$ cat src/rtl/tt_um_pwm_generator_verilog_if.sv
// tt_um_pwm_generator_verilog_if: button inputs and PWM output of the PWM tile
interface tt_um_pwm_generator_verilog_if;
  logic ui_increase_duty;
  logic ui_decrease_duty;
  logic uo_PWM_OUT;
  modport master(output ui_increase_duty, ui_decrease_duty, input uo_PWM_OUT);
  modport slave(input ui_increase_duty, ui_decrease_duty, output uo_PWM_OUT);
endinterface

$ cat src/rtl/tt_um_pwm_generator_verilog.sv
// tt_um_pwm_generator_verilog: fixed-period PWM with debounced duty up/down buttons; define PWM_OUT_REG_EN to register the output
module tt_um_pwm_generator_verilog #(
  parameter int PERIOD       = 10,
  parameter int DUTY_INIT    = 5,
  parameter int DUTY_STEP    = 1,
  parameter int DEBOUNCE_DIV = 4
) (
  input logic clk,
  input logic rst,
  tt_um_pwm_generator_verilog_if.slave bus
);
  localparam int DW = $clog2(PERIOD + 1);
  localparam int VW = $clog2(DEBOUNCE_DIV);
  localparam logic [DW-1:0] P    = DW'(PERIOD);
  localparam logic [DW-1:0] S    = DW'(DUTY_STEP);
  localparam logic [DW-1:0] LAST = DW'(PERIOD - 1);
  logic [DW-1:0] cnt, duty, duty_nxt;
  logic [VW-1:0] div;
  logic [1:0] sync0, sync1, q1, q2, strobe;
  logic tick, pwm;
  assign tick   = div == VW'(DEBOUNCE_DIV - 1);
  // bit 0 is increase, bit 1 is decrease; simultaneous strobes cancel
  assign strobe = {2{tick}} & q1 & ~q2;
  assign pwm    = cnt < duty;
  always_comb
    duty_nxt = strobe == 2'b01 ? (duty > P - S ? P : duty + S) :
               strobe == 2'b10 ? (duty < S ? '0 : duty - S) : duty;
  always_ff @(posedge clk or posedge rst)
    if (rst) begin
      sync0 <= '0;
      sync1 <= '0;
      q1    <= '0;
      q2    <= '0;
      div   <= '0;
      cnt   <= '0;
      duty  <= DW'(DUTY_INIT);
    end else begin
      sync0 <= {bus.ui_decrease_duty, bus.ui_increase_duty};
      sync1 <= sync0;
      div   <= tick ? '0 : div + VW'(1);
      if (tick) begin
        q1 <= sync1;
        q2 <= q1;
      end
      cnt   <= cnt == LAST ? '0 : cnt + DW'(1);
      duty  <= duty_nxt;
    end
`ifdef PWM_OUT_REG_EN
  logic pwm_q;
  always_ff @(posedge clk or posedge rst)
    if (rst) pwm_q <= 1'b0;
    else     pwm_q <= pwm;
  assign bus.uo_PWM_OUT = pwm_q;
`else
  assign bus.uo_PWM_OUT = pwm;
`endif
endmodule

$ cat src/flat_wrapper.sv
// flat-port wrapper written by rule: the top's interface ports become plain ports
module tt_um_pwm_generator_verilog_flat 
#(
  parameter int PERIOD       = 10,
  parameter int DUTY_INIT    = 5,
  parameter int DUTY_STEP    = 1,
  parameter int DEBOUNCE_DIV = 4
)
  (clk, rst, bus_ui_increase_duty, bus_ui_decrease_duty, bus_uo_PWM_OUT);
  tt_um_pwm_generator_verilog_if bus_i ();
  input logic clk;
  input logic rst;
  input wire logic [$bits(bus_i.ui_increase_duty)-1:0] bus_ui_increase_duty;
  input wire logic [$bits(bus_i.ui_decrease_duty)-1:0] bus_ui_decrease_duty;
  output wire logic [$bits(bus_i.uo_PWM_OUT)-1:0] bus_uo_PWM_OUT;
  assign bus_i.ui_increase_duty = bus_ui_increase_duty;
  assign bus_i.ui_decrease_duty = bus_ui_decrease_duty;
  assign bus_uo_PWM_OUT = bus_i.uo_PWM_OUT;
  tt_um_pwm_generator_verilog #(.PERIOD(PERIOD), .DUTY_INIT(DUTY_INIT), .DUTY_STEP(DUTY_STEP), .DEBOUNCE_DIV(DEBOUNCE_DIV)) u_core (.clk(clk), .rst(rst), .bus(bus_i));
endmodule
$ cat config.mk
export PLATFORM = sky130hd
export DESIGN_NAME = tt_um_pwm_generator_verilog_flat
export DESIGN_NICKNAME = d
export VERILOG_FILES = /design/src/rtl/tt_um_pwm_generator_verilog_if.sv /design/src/rtl/tt_um_pwm_generator_verilog.sv /design/src/flat_wrapper.sv
export SDC_FILE = /design/constraint.sdc
export NUM_CORES = 1
export LEC_CHECK = 0
export CAP_MARGIN = 20
export CORE_AREA = 2 2 51 53
export CTS_BUF_LIST = sky130_fd_sc_hd__clkbuf_8
export DETAILED_ROUTE_END_ITERATION = 8
export DIE_AREA = 0 0 53 55
export PLACE_DENSITY = 0.6
export SYNTH_ARGS = -nofsm -noshare
export SYNTH_HDL_FRONTEND = slang
export SYNTH_SLANG_ARGS = --single-unit
$ cat constraint.sdc
create_clock -name clk -period 2.64 [get_ports clk]
set_input_delay 0.528 -clock clk [delete_from_list [all_inputs] [get_ports clk]]
set_output_delay 0.528 -clock clk [all_outputs]
set_load 0.05 [all_outputs]
Word-level counts from Yosys, hierarchy flattened. Index checks and enable logic that the tools add are counted.

Reduce and logical (&&, ||, !) cells: 1. Add/subtract/negate cells: 4. Eq/ne operators: 4. Order comparisons: 3. Muxes and demuxes: 6. Bitwise gates (word level): 3.

Operator list (count): two-way mux 4 bit (5); adder 4 x 1 -> 4 bit, second input constant (2); bitwise AND 2 bit (2); == test 2 bit, second input constant (2); == test 4 bit, second input constant (1); greater-than comparator 4 bit, second input constant (1); less-than comparator 4 x 1 -> 1 bit, second input constant (1); less-than comparator 4 bit (1); subtractor 4 x 1 -> 4 bit, second input constant (1); adder 2 x 1 -> 2 bit, second input constant (1); == test 2 x 1 -> 1 bit, second input constant (1); two-way mux 2 bit (1); NOT 2 bit (1); nonzero test 2 bit (1).

Output and inout bits: 1. Bits in registers: 18.

Depth between registers and ports, before layout. Gate-level depths: netlist of run 1.

Word-level depth: 6. Depth in mapped cells: 10. Mapped depth without buffers: 8.

Least setup slack after synthesis of run 1. OpenSTA, ideal clock, no wires.

Kind: register to output. Start: reg u_core.duty[3]. End: out bus_uo_PWM_OUT. Data required time: 2.112 ns. Stages on the path, launching flop included: 4. Buffers on the path: 0. Setup slack: 0.529 ns. Arrival: 1.583 ns. Path through: dfrtp_1 inv_1 ha_1 o2bb2ai_1.

Word-level cells in the longest chain between the ends: 1.

RTL lines: start, declared (line tt_um_pwm_generator_verilog.sv:17) `logic [DW-1:0] cnt, duty, duty_nxt;`; start signal, assigned (line tt_um_pwm_generator_verilog.sv:36) `duty <= DW'(DUTY_INIT);`; start signal, assigned (line tt_um_pwm_generator_verilog.sv:46) `duty <= duty_nxt;`; less-than comparator 4 bit (line tt_um_pwm_generator_verilog.sv:24) `assign pwm = cnt < duty;`; end, declared (line flat_wrapper.sv:15) `output wire logic [$bits(bus_i.uo_PWM_OUT)-1:0] bus_uo_PWM_OUT;`.

No other way between the ends.

Final worst setup path of run 1.
Start: reg u_core.duty[1]. End: out bus_uo_PWM_OUT.

Same word-level chain as after synthesis.

==> results of run 1 <==
[synthesized netlist by cell type, types with 2 or more instances]
master | n | area [um2]
mux2_2 | 4 | 45.0
o21ai_0 | 4 | 20.0
a21oi_1 | 2 | 10.0
inv_1 | 9 | 33.8
o21ai_1 | 2 | 10.0
dfrtp_1 | 16 | 400
nand3b_1 | 2 | 15.0
ha_1 | 8 | 100
nor3_1 | 3 | 15.0
dfstp_2 | 2 | 52.6
nor2_1 | 6 | 22.5
a211oi_2 | 2 | 25.0
nand2_1 | 6 | 22.5
[per-stage QoR]
stage / setup WS [ns] / total power (W) / hold WS, ns
after floorplan: 0.529 / 0.000569 / 0.331
after global placement: 0.705 / 0.000629 / 0.332
after detailed placement: 0.697 / 0.000629 / 0.335
after CTS: 0.426 / 0.000810 / 0.349
after global routing: 0.285 / 0.000865 / 0.368
final: 0.451 / 0.000798 / 0.348
[where the power goes]
group / total, W / internal, W / switching, W
Combinational: 0.000258 / 0.000109 / 0.000149
Clock: 0.000179 / 0.000101 / 0.0000786
Sequential: 0.000361 / 0.000318 / 0.0000433
Total: 0.000798 / 0.000527 / 0.000271
[state kept, by name, summed over array words and instances (netlist names)]
| signal | cells |
|---|---|
| u_core.sync0 | 2 |
| u_core.q2 | 2 |
| u_core.sync1 | 2 |
| u_core.cnt | 4 |
| u_core.q1 | 2 |
| u_core.div | 2 |
| u_core.duty | 4 |
[critical path, stage by stage (launching register included)]
cell	delay, ns
dfrtp_1	0.39
inv_1	0.15
ha_1	0.25
a21boi_0	0.11
o21ai_0	0.16
o2bb2ai_1	0.14
buf_4	0.21
[layout make-up]
cell class,count,area [um2],area share [%]
clock buffer,3,41.3,4.06
inverter,9,33.8,3.32
multi-input combinational,52,414,40.7
tap,30,37.5,3.69
sequential,18,453,44.5
timing repair buffer,4,37.5,3.69
[routing by layer]
metal / part of all wire [%] / vias to the layer above
li1: - / 289
met1: 54 / 259
met2: 42 / 8
met3: 2.6 / 2
met4: 2.1 / 0
met5: 0 / -
[path summary, 6_finish.rpt]
kind / start / endpoint / slack [ns] / cells past startpoint
setup reg to reg: u_core.div[0] / u_core.duty[3] / 0.74 / 7
hold / removal: u_core.sync0[0] / u_core.sync1[0] / 0.35 / 0
min in group asynchronous: rst / u_core.sync1[1] / 0.66 / 2
hold reg to reg: u_core.sync0[0] / u_core.sync1[0] / 0.35 / 0
setup / recovery: u_core.duty[1] / bus_uo_PWM_OUT / 0.45 / 6
max in group asynchronous: rst / u_core.q2[0] / 1.57 / 2
[logic make-up (layout without fill, tap and decap cells)]
family          Yosys count  after routing  share of synthesized area [%]
compound gates           19             19                           17.1
simple gates             19             19                           10.3
flops                    18             18                           49.5
buf+inv                  12             16                           5.20
fa+ha+maj                 8              8                           10.9
mux                       5              5                           6.02
xor+xnor                  1              1                          0.958
==> flow_results.org, run 1 <==
** Placement
- Area of placed instances :: 976 um2
- Number of port buffers :: 4
- At the end of routability-driven placement, the weighted congestion stood at 0.796.
- HPWL after DPL :: 897 um
- The number of placed instances, taps included, is 113.

** Setup path
- Required time at the worst-slack endpoint :: 2.11 ns
- Data arrival time of the worst path :: 1.66 ns
- Maximum fanout count along the critical path :: 5
- The worst setup path is captured at an output pin.
- Critical path launch point type :: register
- The critical path in this run is classified as register to output pin.

** Clock tree
- The later pin in the worst-skew pair is clocked with a latency of 0.24 ns.
- Clk buf depth :: 2
- TritonCTS clock tree :: done
- Number of sinks on the clock net :: 18
- Number of levels the H-tree was split into :: 1
- Hold-fix buffers at CTS :: 0
- Clock transition at the register clock pins on the worst setup and hold paths after CTS :: 0.06 ns
- Clock buffer count from CTS :: 3
- CTS Root Buffer Type :: clkbuf_8
- Post-CTS Repair Setup Buffers :: 0
- Post-cts resize count :: 0

** Yosys
- For this run, asynchronously set or reset flops after synthesis account for 100%.
- YS warnings :: 0
- Distinct cell type count after synthesis :: 29
- Netlist area before placement :: 915 um2
- Counting every instance in the synthesized netlist gives 82.
- Counting flops and latches in the post-synthesis netlist gives 18.
- The synthesized design contains 0 enable-type register cells.
- Share of the yosys chip area belonging to registers :: 49.5%
- Average cell area after synthesis :: 11.2 um2
- Dominant synthesized flop cell :: dfrtp_1
- Net Count, Synth :: 94

** Global route
- The layer flagged by global routing as most heavily used is met2.
- For met1 alone, demand over resource in global routing was 13.7%.
- All-layer global routing usage :: 10.5%
- The initial antenna violation count is 0.
- Met3 Usage GRT :: 1.61%
- In the global route stage, met2 resource usage came out at 16.5%.
- Number of global-route vias before repair :: 539
- The first global-routing pass estimated 2220 um of wire.
- Leftover overflow at the end of global routing :: 0
- Entering global routing, the biggest net connects 19 pins.

** Finish
- Cells with a size suffix above 1 make up 17.4% of the layout.
- Cells fill 43.0% of the core in the end.
- Summing all non-filler instances in the final layout gives an area of 0.00102 mm2.
- The layout has 221 filler cells.
- Commonest cells after routing, fill and taps aside :: dfrtp_1, inv_1, ha_1
- The library cell used most frequently in the layout, excluding fill and tap cells, is dfrtp_1.
- Leaving out filler cells and counting taps, the final layout contains 116.
- Layout-stage area growth over the synthesis result :: 11.2%
- Number of antenna cells inserted :: 0
- In the final design database the tool counted 100 nets.

** STA
- For the pin with the worst max-slew slack, the measured transition is 0.633 ns.
- The number of max-slew violations in the final report was 0.
- Adding up every negative setup slack in the final design gives 0 ns.
- The clock period could shrink to 2.19 ns.
- Max-slew headroom :: 57.8%
- Setup repair after global routing left no endpoint under its margin.
- In the finished design, the share of the clock period the worst path needs comes to 82.9%.
- Post-Route Skew :: 0.00105 ns
- Upper clock frequency limit :: 457 MHz
- The final number of hold-violating endpoints is 0.
- Final Setup Violations :: 0

** Status
- The run finished with clean final reports.

** Die
- For this design the top-level I/O count stands at 5.
- The initialized floorplan defines 18 standard-cell rows.
- The initial utilization of the core area, before any placement, comes to 38.7%.
- The floorplan step defined a die boundary enclosing 0.00292 mm2.
- Measured along the y axis, the die boundary spans 55 um.
- The floorplan step set the die width to 53 um.
- Floorplan core area :: 0.00236 mm2

** Pwr
- Summed over all cells, the static leakage comes to 0.443 nW.
- VDD sags by at most 0.493 mV.
- In this run the power density over the cells is 785 mW/mm2.

** Route
- In the routed design, unresolved DRC markers number 0.
- Via count :: 558
- The detailed router finished its first iteration with 2 violations.
- Number of optimization iterations in the first detailed-route pass :: 4
- Average routed wire per standard cell :: 10.2 um
- The detail route stage leaves a number of antenna-violating nets equal to 0.
- The routed design has 1190 um of wire.
- After detailed routing, the number of vias per cell comes to 4.81.

** Flow run
- Max-cap violations in this run came to 0.

** Worst hold path
- Hold/Removal Path Class :: register to register
Power figures use the tool's default switching activity.
==> run 2, diff against run 1 <==
clock period = 2.1 ns   (was 2.64 ns; I/O delays follow)
==> run 2 against run 1 <==
Effect of this change: via count grew 1.4%; sequential power rose by 27%; hold slack better by 0.0045 ns; combinational power rose by 48%; power increased by 40%; critical path depth unchanged; critical endpoint unchanged; register-to-register slack worse by 0.51 ns; setup slack worse by 0.35 ns; highest routed layer unchanged; clock skew about the same; global-route usage increased by 0.72 points.
==> flow_results.org, run 2 (synthesized netlist as in run 1, its figures left out) <==
** Setup path
- Critical path launch point :: u_core.duty[1]
- The worst register-to-register path ends at u_core.duty[3].
- By startpoint and endpoint, the worst setup path is classified as register to output pin.
- The largest individual stage delay along the critical path comes from the cell dfrtp_1.
- Flop-to-flop setup slack :: 0.23 ns (-0.51 ns)
- The required time at the worst-slack endpoint was 1.68 ns (-0.43 ns).
- Cell-by-cell listing of the critical path :: inv_2 > ha_1 > a21boi_0 > o21ai_1 > o2bb2ai_2 > buf_12
- The maximum net fanout on the critical path came to 5 (unchanged).
- Largest stage delay on the critical path :: 0.40 ns (about the same)
- In this run the worst setup path terminates at bus_uo_PWM_OUT.
- Length in cells of the worst reg-to-reg path :: 7 (unchanged)
- In this run the critical register-to-register path is launched from u_core.div[0].
- STA classifies the critical path startpoint as a register.
- The worst setup path is captured at an output pin.
- Data arrival time of the worst path :: 1.58 ns (-0.08 ns)

** Status
- The flow ran to the end, and the final reports show no timing, DRC or antenna violations.

** Placement
- The cell count after placement came to 113 (unchanged).
- Area of placed instances :: 988 um2 (+1.3%)
- The estimated wirelength of the detail-placed design is 939 um (+4.6%).
- Routability congestion estimate :: 0.793 (-0.43%)
- Number of port buffers :: 4 (unchanged)

** Clock tree
- Number of sinks on the clock net :: 18 (unchanged)
- CTS Root Buffer Type :: clkbuf_8
- The clock transition at the registers of the reported paths is 0.07 ns (about the same).
- The post-cts hold buffer count is 0 (unchanged).
- TritonCTS clock tree :: done
- The deepest clock path buffer count was 2 (unchanged).
- Clock insertion delay at the later pin of the skew report :: 0.25 ns (about the same)
- The depth of the CTS H-tree was 1 (unchanged).
- The number of clock buffers inserted by TritonCTS is 3 (unchanged).

** Die
- The area of the core came to 0.00236 mm2 (unchanged).
- The initial core utilization was 38.7% (unchanged).
- Floorplan die area :: 0.00292 mm2 (unchanged)
- The die span in y is 55 um (unchanged).
- The horizontal die dimension is 53 um (unchanged).
- Floorplan row count :: 18 (unchanged)
- Number of primary I/O pins :: 5 (unchanged)

** Finish
- Layout-stage area growth over the synthesis result :: 15.5%
- Register area :: 453 um2 (unchanged)
- Largest regs :: u_core.cnt: 4 flops, u_core.duty: 4 flops
- The antenna cell count was 0 (unchanged).
- The library cell used most frequently in the layout, excluding fill and tap cells, is dfrtp_1.
- Commonest cells after routing, fill and taps aside :: dfrtp_1, inv_1, ha_1
- Multi-input gate area :: 427 um2 (+3.0%)
- The fraction of final layout cells sized beyond drive strength 1 was 21.8% (+4.4 points).
- The post-route non-filler standard cell count came to 117 (+0.86%).
- Fillers :: 231 (+4.5%)
- Post-layout instance area :: 0.00106 mm2 (+3.8%)
- The final-stage net count is 100 (unchanged).

** Route
- Via count :: 566 (+1.4%)
- Number of violations reported at the end of detailed-routing iteration 0 :: 6 (+4)
- The number of detailed-route iterations in the first pass is 3 (-1).
- Number of antenna-violating nets in the routed design :: 0 (unchanged)
- Total Routed Length :: 1260 um (+6.6%)
- The final routed DRC violation total is 0 (unchanged).
- The number of vias per cell after detailed routing was 4.84 (+0.57%).
- Average routed wire per standard cell :: 10.8 um (+5.7%)

** Flow run
- The max-capacitance violation count is 0 (unchanged).

** Pwr
- The worst supply voltage drop on vdd came to 0.653 mV (+32%).
- The power per cell area came to 1060 mW/mm2 (+35%).
- Leak :: 0.456 nW (+2.9%)

** Global route
- The global route total overflow is 0 (unchanged).
- Largest net degree at the start of global routing :: 19 (unchanged)
- The global-route wire length before repair was 2280 um (+2.5%).
- The initial antenna violation count came to 0 (unchanged).
- Number of global-route vias before repair :: 557 (+3.3%)
- All-layer global routing usage :: 11.2% (+0.72 points)

** STA
- Post-Route Skew :: 0.000962 ns (-0.0000839 ns)
- The worst-case headroom to the max-slew limit was 56.4% (-1.4 points).
- Number of max-slew violations in the final report :: 0 (unchanged)
- Setup Total Neg Slack :: 0 ns (unchanged)
- Worst Tran Pin Value :: 0.653 ns (+0.0205 ns)
- Final Setup Violations :: 0 (unchanged)
- Upper clock frequency limit :: 500 MHz
- After layout, the worst path uses 95.3% of the clock period.
- The final number of hold-violating endpoints is 0 (unchanged).
- The worst path needs 2.00 ns of the cycle, external delays included.

** Worst hold path
- Min-Delay Path Depth :: 0 (unchanged)
- In this run the worst hold path is classified as register to register.
[run 2: timing repair]
| action | 4_1_cts | 5_1_grt |
|---|---|---|
| pin swaps | 0 | 1 |
| resized for setup | 1 | 3 |
| cloned | 0 | 0 |
| setup buffers | 0 | 0 |
| endpoints found under the setup margin | 1 | 2 |
[run 2: how the worst min path moves through the flow]
stage | startpoint | end | slack, ns
after floorplan | u_core.sync0[0] | u_core.sync1[0] | 0.33
after CTS | u_core.sync0[0] | u_core.sync1[0] | 0.36
final | u_core.sync0[0] | u_core.sync1[0] | 0.35
after global placement | u_core.sync0[0] | u_core.sync1[0] | 0.33
after detailed placement | u_core.sync0[0] | u_core.sync1[0] | 0.34
after global routing | u_core.sync0[1] | u_core.sync1[1] | 0.37
[run 2: metrics by stage]
stage	util, %	worst slack (ns)	hold slack [ns]	total power (W)
detailed placement	41.8	0.138	0.340	0.000831
CTS	44.1	0.0430	0.356	0.00111
finish	44.7	0.0986	0.352	0.00112
floorplan	-	0.0973	0.331	0.000716
global placement	41.8	0.169	0.334	0.000822
global route	44.7	-0.00644	0.372	0.00119
[run 2: cell type report]
class,instances,area share (%)
clock buffer,4,5.21
inverter,9,3.20
multi-input combinational,52,40.4
sequential,18,42.9
tap,30,3.55
timing repair buffer,4,4.74
[run 2: critical path, delay by kind of cell (launching register included)]
| kind | cells | cell delay, ns |
|---|---|---|
| adders and majority gates | 1 | 0.28 |
| buffers and inverters | 2 | 0.24 |
| AOI/OAI and AO/OA | 3 | 0.42 |
| DFF | 1 | 0.40 |
[run 2: routing by layer]
layer | global-route usage, % | vias up | part of all wire, %
met5 | 0 | - | 0
met4 | 7.69 | 0 | 2.1
met3 | 2.42 | 2 | 2.0
met2 | 16.5 | 6 | 44
met1 | 14.8 | 267 | 52
li1 | - | 291 | -
[run 2: report_power, final]
group          internal [W]  switching (W)
combinational      0.000181       0.000201
clock              0.000166       0.000109
sequential         0.000399      0.0000592
total              0.000746       0.000370
